**config.mk**
```make
export PLATFORM = sky130hd
export DESIGN_NAME = spi_quad_rx
export DESIGN_NICKNAME = d
export VERILOG_FILES = /design/src/rtl/spi_quad_rx.sv
export SDC_FILE = /design/constraint.sdc
export NUM_CORES = 1
export LEC_CHECK = 0
export CELL_PAD_IN_SITES_DETAIL_PLACEMENT = 1
export CELL_PAD_IN_SITES_GLOBAL_PLACEMENT = 1
export CORE_MARGIN = 4
export CORE_UTILIZATION = 30
export CTS_BUF_LIST = sky130_fd_sc_hd__clkbuf_4
export CTS_CLUSTER_SIZE = 24
export DETAILED_ROUTE_END_ITERATION = 8
export GPL_TIMING_DRIVEN = 1
export PLACE_DENSITY = 0.56
export SKIP_LAST_GASP = 1
export SLEW_MARGIN = 20
export SYNTH_ARGS = -nofsm -noshare
export SYNTH_HDL_FRONTEND = slang
export SYNTH_SLANG_ARGS = --single-unit
```
**constraint.sdc**
```tcl
create_clock -name clk -period 4.2 [get_ports clk]
set_input_delay 1.26 -clock clk [delete_from_list [all_inputs] [get_ports clk]]
set_output_delay 1.26 -clock clk [all_outputs]
set_load 0.1 [all_outputs]
```
**src/rtl/spi_quad_rx.sv**
```systemverilog
// Four-lane serial frame receiver: captures MSB-first frames under an active-low strobe,
// strips the padding and hands the four payload words to a valid/ready consumer.
module spi_quad_rx #(
    parameter int unsigned DATA_W  = 10,
    parameter int unsigned FRAME_W = 16,
    parameter int unsigned PAD_LSB = 2
) (
    input  logic              rst_n,
    input  logic              clk,
    input  logic              i_spi_cs_n,
    input  logic              i_spi_data_0a,
    input  logic              i_spi_data_0b,
    input  logic              i_spi_data_1a,
    input  logic              i_spi_data_1b,
    output logic [DATA_W-1:0] o_data_0a,
    output logic [DATA_W-1:0] o_data_0b,
    output logic [DATA_W-1:0] o_data_1a,
    output logic [DATA_W-1:0] o_data_1b,
    output logic              o_vld,
    input  logic              i_rdy,
    input  logic              i_clr,
    output logic              o_frame_err,
    output logic              o_fmt_err,
    output logic              o_ovf
);

    localparam int unsigned CntW = $clog2(FRAME_W + 1);
    localparam logic [CntW-1:0] CntLast = CntW'(FRAME_W - 1);
    localparam logic [CntW-1:0] CntFull = CntW'(FRAME_W);
    // Bits of a full frame word that carry payload; everything else must be zero.
    localparam logic [FRAME_W-1:0] FieldMask =
        ((FRAME_W'(1) << DATA_W) - FRAME_W'(1)) << PAD_LSB;

    // StArm: after reset, wait for a high strobe sample so a frame already in flight is ignored.
    typedef enum logic [0:0] {
        StArm,
        StRun
    } state_e;

    state_e                          state_q;
    logic   [CntW-1:0]               cnt_q;
    // The oldest frame bit is never needed: the word is completed with the live lane input.
    logic   [3:0][FRAME_W-2:0]       shift_q;
    logic   [3:0][DATA_W-1:0]        data_q;
    logic                            vld_q;
    logic                            frame_err_q;
    logic                            fmt_err_q;
    logic                            ovf_q;

    logic   [3:0]                    lane_in;
    logic   [3:0][FRAME_W-1:0]       word;
    logic   [3:0][DATA_W-1:0]        payload;
    logic                            pad_nz;
    logic                            sample;
    logic                            complete;
    logic                            short_frame;
    logic                            long_frame;
    logic                            load;
    logic                            drop;

    always_comb begin
        lane_in = {i_spi_data_1b, i_spi_data_1a, i_spi_data_0b, i_spi_data_0a};
        word    = '0;
        payload = '0;
        pad_nz  = 1'b0;
        for (int l = 0; l < 4; l++) begin
            word[l]    = {shift_q[l], lane_in[l]};
            payload[l] = word[l][PAD_LSB+DATA_W-1:PAD_LSB];
            pad_nz     = pad_nz | (|(word[l] & ~FieldMask));
        end
    end

    always_comb begin
        sample      = (state_q == StRun) && !i_spi_cs_n && (cnt_q != CntFull);
        complete    = sample && (cnt_q == CntLast);
        short_frame = (state_q == StRun) && i_spi_cs_n && (cnt_q != '0) && (cnt_q != CntFull);
        long_frame  = (state_q == StRun) && !i_spi_cs_n && (cnt_q == CntFull);
        load        = complete && (!vld_q || i_rdy);
        drop        = complete && vld_q && !i_rdy;
    end

    always_ff @(posedge clk or negedge rst_n) begin
        if (!rst_n) begin
            state_q     <= StArm;
            cnt_q       <= '0;
            shift_q     <= '0;
            data_q      <= '0;
            vld_q       <= 1'b0;
            frame_err_q <= 1'b0;
            fmt_err_q   <= 1'b0;
            ovf_q       <= 1'b0;
        end else begin
            unique case (state_q)
                StArm: begin
                    cnt_q <= '0;
                    if (i_spi_cs_n) begin
                        state_q <= StRun;
                    end
                end
                StRun: begin
                    if (i_spi_cs_n) begin
                        cnt_q <= '0;
                    end else if (sample) begin
                        cnt_q <= cnt_q + CntW'(1);
                        for (int l = 0; l < 4; l++) begin
                            shift_q[l] <= word[l][FRAME_W-2:0];
                        end
                    end
                end
                default: state_q <= StArm;
            endcase

            if (load) begin
                data_q <= payload;
                vld_q  <= 1'b1;
            end else if (vld_q && i_rdy) begin
                vld_q <= 1'b0;
            end

            // A set condition on the same edge beats the clear.
            frame_err_q <= (frame_err_q && !i_clr) || short_frame || long_frame;
            fmt_err_q   <= (fmt_err_q && !i_clr) || (complete && pad_nz);
            ovf_q       <= (ovf_q && !i_clr) || drop;
        end
    end

    assign o_data_0a   = data_q[0];
    assign o_data_0b   = data_q[1];
    assign o_data_1a   = data_q[2];
    assign o_data_1b   = data_q[3];
    assign o_vld       = vld_q;
    assign o_frame_err = frame_err_q;
    assign o_fmt_err   = fmt_err_q;
    assign o_ovf       = ovf_q;

endmodule

```
# Yosys cells after proc, flatten, opt, wreduce, memory -nomap -nowiden
# Index checks and enable logic that the tools add are counted.
# totals
register_bits	110
input_bits	9
wordCells	62
romBits	0
ram_bits	0
latch_bits	0
n_memories	0
out_inout_bits	44
# op_classes
n_mux	7
n_mul	0
shift	0
magnitude_cmp	0
n_div	0
n_addsub	1
n_bitwise	5
reduce_logical	31
n_eq_ne	4
# op_table
operator	n
6-bit OR reduction	4
1-bit logical AND	15
5-bit 2-to-1 mux	2
5-bit one-hot mux with 2 select lines	1
5-bit by 1-bit adder with 5-bit output, second input constant	1
5-bit by 4-bit equality test with 1-bit output, second input constant	1
5-bit equality test, second input constant	1
1-bit logical OR	5
5-bit inequality test, second input constant	1
5-bit nonzero test	1
1-bit zero test	4
1-bit 2-to-1 mux	4
3-bit by 2-bit inequality test with 1-bit output, second input constant	1
1-bit OR	3
3-bit AND reduction	1
1-bit NOT	2
2-bit nonzero test	1

# Logic depth before layout (Yosys ltp)
# Gate-level depths: netlist of the first run.
# depth
depth_word	7
ltp_mapped	8

# Worst setup path after synthesis of the first run
# No wires, ideal clock.
# synth_timing
kind	input to register
startpoint	input port i_spi_cs_n
endpoint	register data_q (netlist bit o_data_0a[0])
setup_slack_ns	1.621
arrival_time_ns	2.453
cell_stages	6
setup_ns	0.126
required_ns	4.074
cell_sequence	nand2b_1 a21oi_4 and3_1 buf_2 buf_6 mux2_4
# synth_between
elab_chain_len	5
# synth_lines
item	line	source
start: declaration	10	input logic i_spi_cs_n,
1-bit zero test	74	sample = (state_q == StRun) && !i_spi_cs_n && (cnt_q != CntFull);
1-bit logical AND (2 in series)	74	
1-bit logical AND	75	complete = sample && (cnt_q == CntLast);
1-bit logical AND	78	load = complete && (!vld_q || i_rdy);
end signal: assignment	114	data_q <= payload;
end: declaration	44	logic [3:0][DATA_W-1:0] data_q;
# Every way passes these cells.
# A chain may end at the register's enable or synchronous reset.

# Worst setup path after layout of the first run
# layout_timing
startpoint	register data_q (netlist bit o_data_1a[6])
endpoint	output port o_data_1a[6]
# layout_rtl
item	line	source
end: declaration	17	output logic [DATA_W-1:0] o_data_1a,
# No word-level cell between the ends.

==> metrics.md, run 1 <==
| Metric | Value |
|---|---|
| Root buffer cell | clkbuf_4 |
| Synth top area share | 0.626 |
| Layout area overhead | 19.7% |
| Hpwl dp | about 5.2 mm |
| FP Rows | 43 |
| Worst reg2reg startpoint | cnt_q[0]$_DFFE_PN0P_ |
| Overall Power | 2.34 mW |
| Top Usage Layer GRT | met2 |
| Die W | 129 um |
| Worst Path Required | 2.94 ns |
| Kind of cell adding the most delay to the critical path | buffers and inverters |
| Layout cells sized above 1 | 0.383 |
| CTS clock-pin slew for the worst setup and hold paths | 0.16 ns |
| Placed cell areas | 5110 um2 |
| Worst-skew pair later-pin latency | around 0.47 ns |
| Largest net degree at the start of global routing | 64 |
| Max Clock Skew | between 0.015 and 0.02 ns |
| Post-detailed-route via-to-cell ratio | 4.47 |
| Final core occ | 0.374 |
| Synthesized flop and latch total | 110 |
| DR iter-0 viols | 90 |
| Pwr dens | 445 nW/um2 |
| First-pass GRT wire length | ~13 mm |
| R2R setup slack | 1.98 ns |
| Unrepaired setup endpoints after global routing | no |
| Final Critical Period | ~3.3 ns |
| CTS max path bufs | 2 |
| CTS Sinks | 110 |
| Ys Warns | 0 |
| Slew headroom | 0.336 |
| Outcome | finished, final reports clean |
| Met3 Use GR | 0.0284 |
| CP Capture Type | output pin |
| CP Cell Sequence | clkdlybuf4s50_1 |
| Max FO, Critical Path | 2 |
| DR vias | 2273 |
| DIE HEIGHT | 129 um |
| Routed Antenna Nets | 0 |
| Grt ovf | 0 |
| Crit path DAT | 2.03 ns |
| Core Area | 14100 um2 |
| Final instance area | about 5300 um2 |
| Post-Synthesis Cells | 266 |
| DR pass1 iterations | 4 |
| Hold wc startpoint | shift_q[29]$_DFFE_PN0P_ |
| Antenna Diode Count | 0 |
| CP Class | flip-flop to output pin |
| H-tree levels | 3 |
| Post CTS Setup Buffer Count | 0 |
| Final setup fails | 0 |
| Routed length per instance | 15.4 um |
| Worst Reg-to-Reg Cells | 6 |
| Pins Over Slew Limit | 0 |
| Place WS | 0.878 ns |
| Syn Nets | 278 |
| CTS Buf Count | 9 |
| Met1 usage | 0.139 |
| CTS resizes | 0 |
| Crit share post-route | 0.783 |
| Total Wirelength | 7.82 mm |
| Fill cell count | roughly 1500 |
| Number of buffers added on ports | 52 |
| TritonCTS clock tree | built |
| Sequential share of the synthesized area | 0.626 |
| Hold Vio Cnt, Final | 0 |
| Routability cong. | 0.688 |
| Hold Path Stages | 1 |
| Worst-Margin Slew | between 0.9 and 1 ns |
| Top-count cell post-synth | dfrtp_1 |
| CTS Hold Bufs | 0 |
| Post-synth top cells | dfrtp_1 (110), mux2_2 (60), mux2_4 (40) |
| Critical Path Slowest Stage Cell | clkdlybuf4s50_1 |
| Vias in the first global route | around 2400 |
| Max IR drop VDD | 0.000128 V |
| Largest area contributor in the netlist | dfrtp_1 |
| Leak | 2.30 nW |
| Slowest stage delay, CP | approximately 1.2 ns |
| Startpoint types | flip-flop |
| Final setup TNS | 0 ns |
| Grt met2 use | 0.146 |
| Synth top area cells | dfrtp_1 (63%), mux2_2 (15%), mux2_4 (14%) |
| Bufs and invs on worst path | 1 |
| Fmax | 304 MHz |
| Avg Cell Area, Syn | 16.5 um2 |
| Initial antenna violation count | 0 |
| Final nets | 336 |
| Hold Path End | shift_q[29]$_DFFE_PN0P_ |
| Starting Density | 0.312 |
| Count of cell types in the netlist | 25 |
| IO Pins | 53 |
| Synthesized area | around 4400 um2 |
| Post-synth EDFFs | 0 |
| DRC viols | 0 |
| Most common flop cell mapped by yosys | dfrtp_1 |
| Reg2reg end | payload[22]$_DFFE_PN0P_ |
| Post-synth ARST share | 1.00 |
| Die area | 16700 um2 |
| Max Cap Violations | 0 |
| Final worst setup slack | 0.909 ns |
| Hold Crit Class | flip-flop to flip-flop |
| GR Util All Layers | 0.101 |
-- through the flow --
stage	hold slack, ns	instances
after detailed placement	0.497	493
after CTS	0.533	509
final	0.528	509
after floorplan	0.457	266
after global routing	0.553	509
after global placement	0.476	493
-- cells by family (layout without fill, tap and decap cells) --
family / Yosys count / after routing / synth area share
AO/OA/AOI/OAI: 7 / 7 / 0.0111
XOR/XNOR: 3 / 3 / 0.00597
adder cells (fa/ha/maj): 3 / 3 / 0.00853
buffers and inverters: 17 / 80 / 0.0233
flip-flops: 110 / 110 / 0.626
multiplexers: 100 / 100 / 0.290
AND/OR/NAND/NOR: 26 / 26 / 0.0355
-- worst max-delay path by stage --
stage	startpoint	slack, ns	end	cells past startpoint
6_report	o_data_1a[6]$_DFFE_PN0P_	0.91	o_data_1a[6]	1
5_1_grt	o_data_1b[0]$_DFFE_PN0P_	0.80	o_data_1b[0]	1
2_1_floorplan	i_spi_cs_n	1.62	o_data_0a[0]$_DFFE_PN0P_	6
3_3_place_gp	i_spi_cs_n	0.93	payload[10]$_DFFE_PN0P_	5
4_1_cts	o_data_1a[6]$_DFFE_PN0P_	0.86	o_data_1a[6]	1
3_5_place_dp	i_spi_cs_n	0.88	payload[39]$_DFFE_PN0P_	5
-- report_power, final --
group	leakage [nW]	switching [mW]	internal, mW
clock	0.0794	0.345	0.238
sequential	1.40	0.168	1.28
combinational	0.820	0.110	0.201
-- placed cells by master (no fill, tap or decap), types with 3 or more instances in the layout --
cell,instances
ha_1,3
dfrtp_1,110
mux2_2,60
clkbuf_4,9
mux2_4,40
clkdlybuf4s50_1,51
inv_1,6
nor4_1,6
buf_4,7
nand2_1,5
-- routing by layer --
| metal | routed length, um | up-vias |
|---|---|---|
| met1 | 3820 | 1172 |
| li1 | - | 1052 |
| met2 | 3570 | 39 |
| met3 | 307 | 10 |
| met5 | 0 | - |
| met4 | 117 | 0 |
-- sequential cells by signal (all words and copies together), names as in the netlist --
| signal | count |
|---|---|
| o_vld | 1 |
| cnt_q | 5 |
| state_q | 1 |
| o_frame_err | 1 |
| o_data_1b | 10 |
| shift_q | 20 |
| payload | 40 |
| o_ovf | 1 |
| o_data_0a | 10 |
| o_data_1a | 10 |
| o_data_0b | 10 |
| o_fmt_err | 1 |
-- cell type report --
cell class,count,area (um2),area share
well taps,180,225,0.0428
multi-input cells,139,1550,0.294
clock inverters,7,88.8,0.0169
repair buffers,58,563,0.107
clock buffers,9,67.6,0.0128
inverters,6,22.5,0.00428
flip-flops and latches,110,2750,0.523
Note: power is estimated with default switching activity, not from simulation.
==> run 2: changes to the inputs <==
--- a/config.mk
+++ b/config.mk
@@ -13,7 +13,7 @@
 export CTS_CLUSTER_SIZE = 24
 export DETAILED_ROUTE_END_ITERATION = 8
 export GPL_TIMING_DRIVEN = 1
-export PLACE_DENSITY = 0.56
+export PLACE_DENSITY = 0.58
 export SKIP_LAST_GASP = 1
 export SLEW_MARGIN = 20
 export SYNTH_ARGS = -nofsm -noshare
==> constraint.sdc (replaced) <==
create_clock -name clk -period 3 [get_ports clk]
set_input_delay 0.9 -clock clk [delete_from_list [all_inputs] [get_ports clk]]
set_output_delay 0.9 -clock clk [all_outputs]
set_load 0.1 [all_outputs]
==> metrics.md, run 2 (synthesis gave the netlist of run 1 again) <==
| Metric | Value |
|---|---|
| Max reg flops | 40 |
| GR Util All Layers | 0.102 |
| Leak | between 2 and 2.5 nW |
| DRC viols | 0 |
| Routability cong. | 0.672 |
| Unrepaired setup endpoints after global routing | no |
| Final worst setup slack | between 0.8 and 0.9 ns |
| Critical Path Sink | o_data_1b[9]$_DFFE_PN0P_ |
| CP Capture Type | flip-flop |
| Worst-skew pair later-pin latency | roughly 0.47 ns |
| R2R setup slack | between 1 and 1.5 ns |
| Pins Over Slew Limit | 0 |
| Final nets | 337 |
| Critical Path Slowest Stage Cell | clkdlybuf4s50_1 |
| Largest net degree at the start of global routing | 45 |
| Max IR drop VDD | 0.000244 V |
| Routed length per instance | 15.2 um |
| CTS Sinks | 110 |
| Worst Reg-to-Reg Cells | 7 |
| Slew headroom | 0.608 |
| Layout cells sized above 1 | 0.518 |
| DR pass1 iterations | 3 |
| CTS Hold Bufs | 0 |
| Vias in the first global route | 2541 |
| Final core occ | 0.368 |
| Outcome | finished, final reports clean |
| Register Area | roughly 2800 um2 |
| Core Area | between 10000 and 15000 um2 |
| Worst reg2reg startpoint | cnt_q[0]$_DFFE_PN0P_ |
| CTS Buf Count | 9 |
| TritonCTS clock tree | built |
| Most frequent cells in the layout | dfrtp_1 (110), mux2_2 (60), buf_4 (49), mux2_4 (40), clkbuf_4 (9) |
| Max Cap Violations | 0 |
| Place WS | 0.315 ns |
| Grt ovf | 0 |
| Slowest stage delay, CP | 0.45 ns |
| Crit share post-route | 0.726 |
| Area of the multi-input gates | 1550 um2 |
| Die area | roughly 17000 um2 |
| Total Wirelength | 7.77 mm |
| CTS max path bufs | 2 |
| Max FO, Critical Path | 20 |
| Post-detailed-route via-to-cell ratio | 4.47 |
| DR iter-0 viols | 97 |
| Post CTS Setup Buffer Count | 0 |
| Final setup fails | 0 |
| Starting Density | 0.312 |
| Crit path DAT | between 2 and 3 ns |
| Pwr dens | 623 nW/um2 |
| Fmax | about 460 MHz |
| First-pass GRT wire length | 13.3 mm |
| Max Clock Skew | 0.0193 ns |
| Hold Vio Cnt, Final | 0 |
| Initial antenna violation count | 1 |
| Final setup TNS | 0 ns |
| FP Rows | 43 |
| Layout area overhead | 17.9% |
| DIE HEIGHT | between 100 and 150 um |
| Reg2reg end | o_data_1b[9]$_DFFE_PN0P_ |
| CTS clock-pin slew for the worst setup and hold paths | 0.17 ns |
| Root buffer cell | clkbuf_4 |
| IO Pins | 53 |
| Hpwl dp | 5.13 mm |
| Overall Power | between 3 and 4 mW |
| CP Class | input pin to flip-flop |
| DR vias | 2286 |
| Number of buffers added on ports | 52 |
| Die W | 129 um |
| Worst Path Required | roughly 3.4 ns |
| Commonest non-fill, non-tap cell in the layout | dfrtp_1 |
| Final Critical Period | 2.18 ns |
| CP startpoint | i_spi_cs_n |
| H-tree levels | 3 |
| Hold Crit Class | input pin to asynchronous set/reset pin |
| Routed Antenna Nets | 0 |
| Startpoint types | input pin |
| CTS resizes | 0 |
| Fill cell count | roughly 1400 |
| CP Cell Sequence | clkdlybuf4s50_1 > nand2b_1 > a21oi_4 > and3_2 > buf_12 > mux2_4 |
| Worst-Margin Slew | roughly 0.59 ns |
run 2: changes by cell type in the layout (fill, tap and decap cells not counted), sizes merged:
cell / delta
buf: +45
bufinv: -1
clkinv: -1
diode: +1
clkdlybuf4s50: -44
inv: +2
run 2: routing by layer:
layer,part of all wire,track usage,up-vias
met5,0,0,-
met4,0.027,0.0525,0
li1,-,-,1055
met3,0.041,0.0293,17
met1,0.48,0.138,1170
met2,0.45,0.150,44
run 2: cell type report:
type / count / share of cell area
Antenna cell: 1 / 0.000483
Clock inverter: 7 / 0.0138
Inverter: 6 / 0.00434
Tap cell: 180 / 0.0434
Clock buffer: 9 / 0.0130
Multi-Input combinational cell: 139 / 0.298
Timing Repair Buffer: 59 / 0.0960
Sequential cell: 110 / 0.531
run 2: worst min path at each step:
| stage | from | endpoint | slack (ns) | cells past startpoint |
|---|---|---|---|---|
| finish | rst_n | o_data_1b[5]$_DFFE_PN0P_ | 0.40 | 1 |
| global placement | state_q$_DFF_PN0_ | state_q$_DFF_PN0_ | 0.48 | 1 |
| CTS | rst_n | o_data_1b[5]$_DFFE_PN0P_ | 0.37 | 1 |
| detailed placement | state_q$_DFF_PN0_ | state_q$_DFF_PN0_ | 0.48 | 1 |
| floorplan | state_q$_DFF_PN0_ | state_q$_DFF_PN0_ | 0.46 | 1 |
| global route | rst_n | o_data_1b[5]$_DFFE_PN0P_ | 0.38 | 1 |
run 2: stage by stage:
stage	hold WS (ns)	instances	cell area, um2
3_3_place_gp	0.476	494	5040
4_1_cts	0.372	510	5180
2_1_floorplan	0.457	266	4400
3_5_place_dp	0.483	494	5040
6_report	0.398	511	5190
5_1_grt	0.383	511	5190
run 2: power breakdown:
part	internal (mW)	switching [mW]
combinational	0.283	0.156
clock	0.256	0.505
sequential	1.79	0.237
run 2: critical path, delay by kind of cell:
family                 cells  cell delay, ns
muxes                      1            0.31
buffers and inverters      2            0.66
and+or+nand+nor            2            0.50
AOI/OAI and AO/OA          1            0.16
==> patch, RTL diff (config.mk and constraints of run 2) <==
Set the parameter `DATA_W` to 5 (it was 10).
--- a/src/rtl/spi_quad_rx.sv
+++ b/src/rtl/spi_quad_rx.sv
@@ -1,7 +1,7 @@
 // Four-lane serial frame receiver: captures MSB-first frames under an active-low strobe,
 // strips the padding and hands the four payload words to a valid/ready consumer.
 module spi_quad_rx #(
-    parameter int unsigned DATA_W  = 10,
+    parameter int unsigned DATA_W  = 5,
     parameter int unsigned FRAME_W = 16,
     parameter int unsigned PAD_LSB = 2
 ) (
Ports: changed (resized o_data_0a, o_data_0b, o_data_1a and o_data_1b); port bits go from 53 to 33. No check against the original RTL was run, so the function may have changed too.
==> patch against run 2 <==
Setup slack lost 0.091 ns; sequential cell count fell by 20; synthesized area decreased by 18%; register-to-register slack got worse by 0.17 ns; clock power is 14% lower; routed wire length is 20% lower; cell area shrank 19%; total power shrank 12%; critical path type unchanged; largest cell class unchanged; largest power group unchanged; highest routed layer unchanged.
==> patch: results <==
[synth]
synth_fp_nets = 240
synth-seq-area-share_pct = 62.31
synth-compound-area-share_pct = 1.523
synthAdderAreaFrac_pct = 1.038
yosysUniqueCellTypes = 30
synth.mux.area_fraction_pct = 25.51
yosys-top-cells-area = "dfrtp_1 (62%), mux2_2 (23%), buf_6 (2.8%)"
netlist_instances = 228
synthTopCellsByCount = "dfrtp_1 (90), mux2_2 (74), nor4_1 (11)"
synth_xor_area_share_pct = 0.7269

[placed_design]
dp_hpwl_mm = 4.071
dp_worst_setup_slack_ns = 0.2809
dp_cells = 399
dpl_cell_area_um2 = 4050
place.gp.congestion = 0.6729
portBuffers = 32

[cells_and_area]
largest_reg_flops = 40
layout-drive-gt1-share_pct = 44.49
fin_nets = 279
diodes = 0
nFillCells = 1228
stdcell_count = 415

[global_routing]
grt_pass1_vias = 2151
grt_usage_pct = 9.676
grt_max_degree = 91
grt_pass1_wl_mm = 10.93
antenna_found_initial = 0

[detailed_routing]
routed_via_density = 4.653
routedWlPerCell_um = 15.00
dr.first_iter.drc_count = 38

[clock_network]
clk_pin_slew_ns = 0.14
postCtsSetupBuffers = 0
root_buffer = "clkbuf_4"
worstSkewPairLatency_ns = 0.42
clockBufferDepth = 2

[critical_path]
arrival_ns = 2.57
worstPathMaxFanout = 21

[timing]
skew_ns = 0.01230
slew_headroom_pct = 62.46

[power_and_ir_drop]
p_leak_nw = 1.868
swShare_pct = 27.65
vdd_ir_drop_max_mv = 0.2534

[hold_path]
hold_class = "in2async"

[outcome]
outcome = "finished, final reports clean"
patch: per-layer routing:
layer	GRT usage [%]	wire, um	up-vias
li1	-	-	898
met1	12.84	2970	997
met4	3.077	86	0
met5	0	0	-
met2	15.09	2967	29
met3	3.075	200	7
patch: cell families after synthesis:
logic type,Yosys count
flops,90
mux,82
simple gates,28
buf+inv,15
compound gates,7
xor+xnor,3
fa+ha+maj,3
patch: final cells by class:
type                    count  area (um2)  share of cell area [%]
inverters                   6       22.52                  0.5378
clock inverters             7       70.07                   1.673
multi-input cells         123        1239                   29.58
well taps                 143       178.9                   4.272
flip-flops and latches     90        2252                   53.78
repair buffers             37       357.8                   8.545
clock buffers               9       67.56                   1.613
patch: critical path, stage by stage:
cell	delay, ns
clkdlybuf4s50_1	0.46
nand2b_1	0.33
nor2_8	0.31
buf_12	0.21
mux2_2	0.35
patch: final timing paths:
check                           slack, ns                        to                startpoint  cells after the start
worst max-delay path                 0.73    shift_q[9]$_DFFE_PN0P_                i_spi_cs_n                      5
worst min-delay path                 0.48  o_data_0a[3]$_DFFE_PN0P_                     rst_n                      2
worst max register to register       0.93    shift_q[9]$_DFFE_PN0P_      cnt_q[0]$_DFFE_PN0P_                      6
worst min register to register       0.51  o_data_1a[2]$_DFFE_PN0P_  o_data_1a[2]$_DFFE_PN0P_                      1
max in group asynchronous            2.12    shift_q[9]$_DFFE_PN0P_                     rst_n                      2
min in group clk                     0.51  o_data_1a[2]$_DFFE_PN0P_  o_data_1a[2]$_DFFE_PN0P_                      1
patch: power by group through the flow:
stage	combinational, mW	sequential (mW)	clock, mW
2_1_floorplan	0.350	1.72	0
3_3_place_gp	0.435	1.78	0
3_5_place_dp	0.455	1.79	0
4_1_cts	0.456	1.76	0.702
5_1_grt	0.494	1.80	0.753
6_report	0.446	1.76	0.653
